==> config.mk <==
export PLATFORM = sky130hd
export DESIGN_NAME = clock_div_ctrl
export DESIGN_NICKNAME = d
export VERILOG_FILES = /design/src/rtl/clock_div_ctrl.sv
export SDC_FILE = /design/constraint.sdc
export NUM_CORES = 1
export LEC_CHECK = 0
export ABC_CLOCK_PERIOD_IN_PS = 9780
export BUFFER_PORTS_ARGS = -buffer_cell sky130_fd_sc_hd__buf_2
export CAP_MARGIN = 10
export CORE_MARGIN = 2
export CORE_UTILIZATION = 63
export CTS_CLUSTER_SIZE = 12
export DETAILED_ROUTE_END_ITERATION = 10
export GPL_TIMING_DRIVEN = 1
export PLACE_DENSITY = 0.82
export SLEW_MARGIN = 20
export SYNTH_ARGS = -nofsm -noshare
export SYNTH_HDL_FRONTEND = slang
export SYNTH_SLANG_ARGS = --single-unit
==> constraint.sdc <==
create_clock -name refclk -period 9.78 [get_ports refclk]
set_input_delay 2.934 -clock refclk [delete_from_list [all_inputs] [get_ports refclk]]
set_output_delay 2.934 -clock refclk [all_outputs]
set_load 0.005 [all_outputs]
==> src/rtl/clock_div_ctrl.sv <==
// Runtime-programmable glitch-free clock divider: outclk half-period loaded over valid/ready.
// Optional CLOCK_DIV_CTRL_TICK_EN adds a one-cycle tick coincident with each outclk rise.
module clock_div_ctrl #(
  parameter int unsigned C_IN_FREQ  = 100000,
  parameter int unsigned C_OUT_FREQ = 60
) (
  input  logic        refclk,
  input  logic        rst,
  input  logic        enable,
  input  logic        cfg_valid,
  input  logic [31:0] cfg_half,
  output logic        cfg_ready,
  output logic        cfg_err,
  output logic        outclk,
  output logic        running,
`ifdef CLOCK_DIV_CTRL_TICK_EN
  output logic        tick,
`endif
  output logic [31:0] active_half
);

  localparam logic [31:0] H0 = 32'(C_IN_FREQ / (2 * C_OUT_FREQ));

  typedef enum logic [1:0] {STOP, RUN, DRAIN} state_t;

  state_t      state_reg;
  logic [31:0] count_reg;
  logic [31:0] pending_half_reg;
  logic        pending_reg;

  logic xfer;
  logic xfer_ok;
  logic phase_end;
  logic fall;
  logic rise;

  assign xfer      = cfg_valid && !pending_reg;
  assign xfer_ok   = xfer && (cfg_half != 32'd0);
  assign phase_end = (count_reg == active_half - 32'd1);
  assign fall      = (state_reg != STOP) && outclk && phase_end;
  assign rise      = (state_reg == RUN) && !outclk && phase_end;

  assign cfg_ready = !pending_reg;
  assign running   = (state_reg != STOP);

  always_ff @(posedge refclk) begin
    if (rst) begin
      state_reg        <= STOP;
      count_reg        <= 32'd0;
      outclk           <= 1'b0;
      active_half      <= H0;
      pending_half_reg <= 32'd0;
      pending_reg      <= 1'b0;
      cfg_err          <= 1'b0;
`ifdef CLOCK_DIV_CTRL_TICK_EN
      tick             <= 1'b0;
`endif
    end else begin
      cfg_err <= xfer && (cfg_half == 32'd0);
`ifdef CLOCK_DIV_CTRL_TICK_EN
      tick    <= 1'b0;
`endif
      case (state_reg)
        STOP: begin
          count_reg <= 32'd0;
          outclk    <= 1'b0;
          // A value accepted on the cycle we entered STOP is still pending; flush it here.
          if (pending_reg) begin
            active_half <= pending_half_reg;
            pending_reg <= 1'b0;
          end else if (xfer_ok) begin
            active_half <= cfg_half;
          end
          if (enable) state_reg <= RUN;
        end
        RUN, DRAIN: begin
          if (xfer_ok) begin
            pending_half_reg <= cfg_half;
            pending_reg      <= 1'b1;
          end
          if (state_reg == RUN && !enable && !outclk) begin
            state_reg <= STOP;
            count_reg <= 32'd0;
            if (pending_reg) begin
              active_half <= pending_half_reg;
              pending_reg <= 1'b0;
            end
          end else if (fall) begin
            outclk    <= 1'b0;
            count_reg <= 32'd0;
            state_reg <= enable ? RUN : STOP;
            if (pending_reg) begin
              active_half <= pending_half_reg;
              pending_reg <= 1'b0;
            end
          end else if (rise) begin
            outclk    <= 1'b1;
            count_reg <= 32'd0;
`ifdef CLOCK_DIV_CTRL_TICK_EN
            tick      <= 1'b1;
`endif
          end else begin
            // Mid-phase: a drained high phase resumes in RUN without disturbing count.
            count_reg <= count_reg + 32'd1;
            state_reg <= enable ? RUN : DRAIN;
          end
        end
        default: state_reg <= STOP;
      endcase
    end
  end

endmodule

Word-level counts from Yosys, hierarchy flattened
Cells that the tools add are included.
{"block": "word_totals", "inputBits": 36, "latchBits": 0, "mem_bits_rw": 0, "n_memories": 0, "elab_cells": 66, "romBits": 0, "ff_bits": 101, "output_inout_bits": 36}
{"block": "op_classes", "eq_ne": 9, "n_div": 0, "magnitude_cmp": 0, "n_addsub": 2, "n_mul": 0, "n_bitwise": 0, "n_shift": 0, "mux": 26, "reduce_logical": 22}
{"operator": "2-to-1 mux 32 bit", "n": 8}
{"operator": "one-hot mux 32 bit (2 select lines)", "n": 2}
{"operator": "adder 32 x 1 -> 32 bit (second input constant)", "n": 1}
{"operator": "== test 32 bit", "n": 1}
{"operator": "logical NOT 32 bit", "n": 1}
{"operator": "nonzero test 32 bit", "n": 1}
{"operator": "subtractor 32 x 1 -> 32 bit (second input constant)", "n": 1}
{"operator": "2-to-1 mux 2 bit", "n": 5}
{"operator": "logical AND 1 bit", "n": 9}
{"operator": "inequality test 3 bit (second input constant)", "n": 3}
{"operator": "2-to-1 mux 1 bit", "n": 8}
{"operator": "AND reduction 3 bit", "n": 2}
{"operator": "inequality test 2 bit (second input constant)", "n": 2}
{"operator": "inequality test 4 bit (second input constant)", "n": 1}
{"operator": "one-hot mux 1 bit (2 select lines)", "n": 2}
{"operator": "one-hot mux 2 bit (2 select lines)", "n": 1}
{"operator": "AND reduction 2 bit", "n": 2}
{"operator": "nonzero test 2 bit", "n": 2}
{"operator": "logical NOT 1 bit", "n": 3}
{"operator": "== test 2 x 1 -> 1 bit (second input constant)", "n": 1}
{"operator": "== test 2 bit (second input constant)", "n": 1}
{"operator": "logical NOT 2 bit", "n": 1}
{"operator": "OR reduction 2 bit", "n": 1}

Longest topological paths before layout
{"block": "depth", "depth_word": 8, "depth_mapped": 15, "depth_no_buf": 11}

Worst setup path after synthesis
Ideal clock, no wire load.
{"block": "synth_timing", "path_kind": "input-to-reg", "from": "input port cfg_half[25]", "to": "register pending_half_reg[22]", "t_arrival_ps": 4521, "setup_slack_ps": 5132, "setup_ps": 128, "stages": 6, "n_path_buf": 1, "t_required_ps": 9652, "cell_sequence": "nor4_1 -> nand4_1 -> o2111ai_1 -> clkbuf_1 -> mux2i_1 -> nor2_1"}
{"block": "synth_via", "elab_chain_len": 3}
{"element": "start, declared", "line": "11", "text": "input logic [31:0] cfg_half,"}
{"element": "nonzero test 32 bit", "line": "38", "text": "assign xfer_ok = xfer && (cfg_half != 32'd0);"}
{"element": "logical AND 1 bit", "line": "38"}
{"element": "AND reduction 2 bit (no source line)"}
{"element": "end signal, assigned", "line": "78", "text": "pending_half_reg <= cfg_half;"}
{"element": "end, declared", "line": "28", "text": "logic [31:0] pending_half_reg;"}
No other way between the ends.
A chain may end at the register's enable or synchronous reset.

Final worst setup path
{"block": "layout_timing", "from": "input port cfg_half[0]", "to": "register active_half[29]"}
{"block": "layout_via", "elab_chain_len": 4}
{"element": "nonzero test 32 bit", "line": "38"}
{"element": "logical AND 1 bit", "line": "38"}
{"element": "inequality test 3 bit (no source line)"}
{"element": "AND reduction 3 bit (no source line)"}
{"element": "end signal, assigned", "line": "69", "text": "active_half <= pending_half_reg;"}
{"element": "end signal, assigned", "line": "72", "text": "active_half <= cfg_half;"}
{"element": "end signal, assigned", "line": "85", "text": "active_half <= pending_half_reg;"}
{"element": "end, declared", "line": "19", "text": "output logic [31:0] active_half"}
No other way between the ends.

==> results.json <==
{
  "fp.dieArea_um2": 10100,
  "max_slew.worst_pin.slew_ps": 785,
  "overflow": 0,
  "detailedPlacementHpwl_um": 11400,
  "synth.avg_cell_area_um2": 8.38,
  "cts_root_buf": "sky130_fd_sc_hd__clkbuf_8",
  "timing.final.crit_period_ps": 5090,
  "critical_path_arrival_ps": 5310,
  "route.detailed.wl_per_inst_um": 18.2,
  "min_to": "pending_half_reg[16]",
  "syn-cell-area_um2": 5890,
  "synth_commonest_cells": "sky130_fd_sc_hd__dfxtp_1 (101), sky130_fd_sc_hd__nor2_1 (93), sky130_fd_sc_hd__nand2_1 (60)",
  "worstReg2RegEnd": "active_half[29]",
  "tritoncts": "yes",
  "finished_layout_cell_area_um2": 6430,
  "post-cts-setup-buffer-count": 0,
  "die_width_um": 101,
  "total_routed_length_um": 15600,
  "synth_async_sr_flop_share_pct": 0,
  "dr_total_vias": 5549,
  "post-route-worst-setup-slack_ps": 4690,
  "synthesis.nets": 744,
  "ys.warnings.count": 0,
  "max_slew_margin_pct": 47.1,
  "synth_seq_area_share_pct": 34.3,
  "cts.hold.buffers_added": 0,
  "htreeDepth": 3,
  "area_of_the_multi_input_gates_um2": 3620,
  "crit_chain": "buf_2, nor4_1, nand4_1, nor2_1, nor3b_1, o22ai_1, nor2_1, a31o_2, buf_4, nor2_1, a311oi_2",
  "setup-tns-final_ps": 0,
  "static-leakage-power_nw": 2.59,
  "hold_path.class": "flop to flop",
  "first_global_vias": 5246,
  "rr_startpoint": "active_half[7]",
  "layout-area-overhead-vs-synth_pct": 9.17,
  "worst_ep_required_time_ps": 10000,
  "post_dp_cell_area_um2": 6250,
  "crit_top_cell": "sky130_fd_sc_hd__nor2_1",
  "power.density_nw_per_um2": 179,
  "routabilityCongestion": 0.906,
  "initial_utilization_pct": 64.4,
  "yosys.area.top_type_share_pct": 34.3,
  "dieHeight_um": 101,
  "ant_nets": 0,
  "worst_ir_drop_vdd_mv": 0.113,
  "io_pins": 72,
  "grt_max_degree": 65,
  "synth_enable_flop_cells": 0,
  "cap_violations": 0,
  "syn-instance-count": 703,
  "viasPerCell": 6.45,
  "critPathMaxFanout": 64,
  "place_ws_ps": 4330,
  "clock_path_buffers": 2,
  "number_of_antenna_violations_at_the_first_check_in_global_routing": 0,
  "floorplan.rows": 35,
  "hold_fails_final_rpt": 0,
  "worst_path_largest_cell_delay_ps": 450,
  "synth_area_leaders": "sky130_fd_sc_hd__dfxtp_1 (34%), sky130_fd_sc_hd__a311oi_2 (7.1%), sky130_fd_sc_hd__mux2i_1 (5.9%)",
  "worst_hold_slack_ps": 502,
  "cp-start-kind": "input port",
  "total_of_buffers_placed_on_input_and_output_ports": 71,
  "critPathCaptureType": "flop",
  "finalCritPeriodShare_pct": 52.1,
  "antennaDiodeCount": 0,
  "setup_viol": 0,
  "post_cts_resized": 0,
  "layout-drive-gt1-share_pct": 18.0,
  "timing_max_transition_violations_final": 0,
  "synth_most_common_cell": "sky130_fd_sc_hd__dfxtp_1",
  "critical_path_s_top_delay_family": "simple AND/OR/NAND/NOR gates",
  "rr_worst_depth": 10,
  "holdPathStages": 2,
  "global_route.usage.total_pct": 31.5,
  "worst_reg_to_reg_setup_slack_ps": 5490,
  "regArea_um2": 2020,
  "final_nets": 786,
  "first_pass_grt_wire_length_um": 25700,
  "grt_setup_unrepaired": "false",
  "detailedRoute.firstPassIterationCount": 5,
  "drc": 0,
  "worst_skew_pair.late_latency_ps": 380,
  "crit_path_top_delay_cell": "sky130_fd_sc_hd__nor4_1",
  "timing.hold.worst.start": "pending_half_reg[16]",
  "num-fill-cells": 759,
  "synth-main-ff-cell": "sky130_fd_sc_hd__dfxtp_1",
  "worstSetupPathType": "input port to flop",
  "synth.ff_latch_count": 101,
  "clock_sinks": 101,
  "floorplan.core_area_um2": 9150,
  "status": "finished, final reports clean",
  "post-synth-top-area-cell": "sky130_fd_sc_hd__dfxtp_1",
  "drt_iter0_markers": 338,
  "cp.buffers_inverters": 2,
  "fmax_mhz": 196,
  "worst_setup_hold_path_clk_slew_ps": 100,
  "skew_ps": 16.0,
  "synth_cell_types": 59,
  "tritoncts_buffer_count": 9
}
## power by group
group / switching (mW) / internal (mW) / total [mW]
registers: 0.0632 / 0.449 / 0.512
clock network: 0.159 / 0.0962 / 0.255
logic: 0.226 / 0.157 / 0.383
## cells by family (layout without fill, tap and decap cells)
logic type               Yosys count  count (layout)  share of synthesized area [%]
flip-flops                       101             101                           34.3
multiplexers                      37              37                           6.33
buffers and inverters             63             109                           4.78
adder cells (fa/ha/maj)            5               5                           1.06
AND/OR/NAND/NOR                  308             308                           26.0
AO/OA/AOI/OAI                    122             122                           17.1
XOR/XNOR                          67              67                           10.4
## worst min-delay path, stage by stage, from the launching register on
cell	delay, ps
sky130_fd_sc_hd__dfxtp_1	340
sky130_fd_sc_hd__mux2i_1	70
sky130_fd_sc_hd__nor2_1	70
## routing by layer
layer | vias to the layer above | track usage (%) | share of wire (%)
li1 | 2638 | - | -
met4 | 0 | 11.9 | 2.6
met5 | - | 0 | 0
met3 | 31 | 4.44 | 6.4
met1 | 2684 | 41.6 | 43
met2 | 196 | 52.1 | 48
## metrics by stage
step | utilization (%) | power [mW] | cells
2_1_floorplan | - | 0.788 | 703
3_3_place_gp | 68.3 | 0.881 | 845
3_5_place_dp | 68.3 | 0.897 | 845
4_1_cts | 70.3 | 1.15 | 860
5_1_grt | 70.3 | 1.21 | 860
6_report | 70.3 | 1.15 | 860
## area by class of cell
| class | count | share of cell area, % |
|---|---|---|
| repair buffers | 80 | 6.61 |
| clock inverters | 6 | 0.875 |
| flip-flops and latches | 101 | 31.4 |
| inverters | 14 | 0.817 |
| clock buffers | 9 | 1.92 |
| multi-input cells | 539 | 56.2 |
| well taps | 111 | 2.16 |
## cell usage in the layout (no fill, tap or decap), drive strengths merged, types with 4 or more instances in the layout
cell type / netlist / layout
a211oi: 6 / 6
a21oi: 7 / 7
a311oi: 29 / 29
a31o: 5 / 5
a31oi: 5 / 5
and3: 16 / 16
and4: 4 / 4
buf: 11 / 80
clkbuf: 38 / 9
clkinv: 1 / 4
dfxtp: 101 / 101
ha: 5 / 5
inv: 13 / 15
mux2i: 35 / 35
nand2: 60 / 60
nand2b: 4 / 4
nand3: 17 / 17
nand4: 20 / 20
nor2: 94 / 94
nor2b: 4 / 4
nor3: 41 / 41
nor3b: 4 / 4
nor4: 22 / 22
o21ai: 49 / 49
or3: 5 / 5
or4: 8 / 8
xnor2: 27 / 27
xor2: 38 / 38
## how the worst max path moves through the flow
stage / depth (start not counted) / endpoint / slack [ps] / startpoint
floorplan: 6 / pending_half_reg[22] / 5130 / cfg_half[25]
global placement: 11 / active_half[6] / 4480 / cfg_half[0]
detailed placement: 11 / active_half[10] / 4330 / cfg_half[0]
CTS: 11 / active_half[10] / 4730 / cfg_half[0]
global route: 11 / active_half[22] / 4470 / cfg_half[0]
finish: 11 / active_half[29] / 4690 / cfg_half[0]
Power figures use the tool's default switching activity.
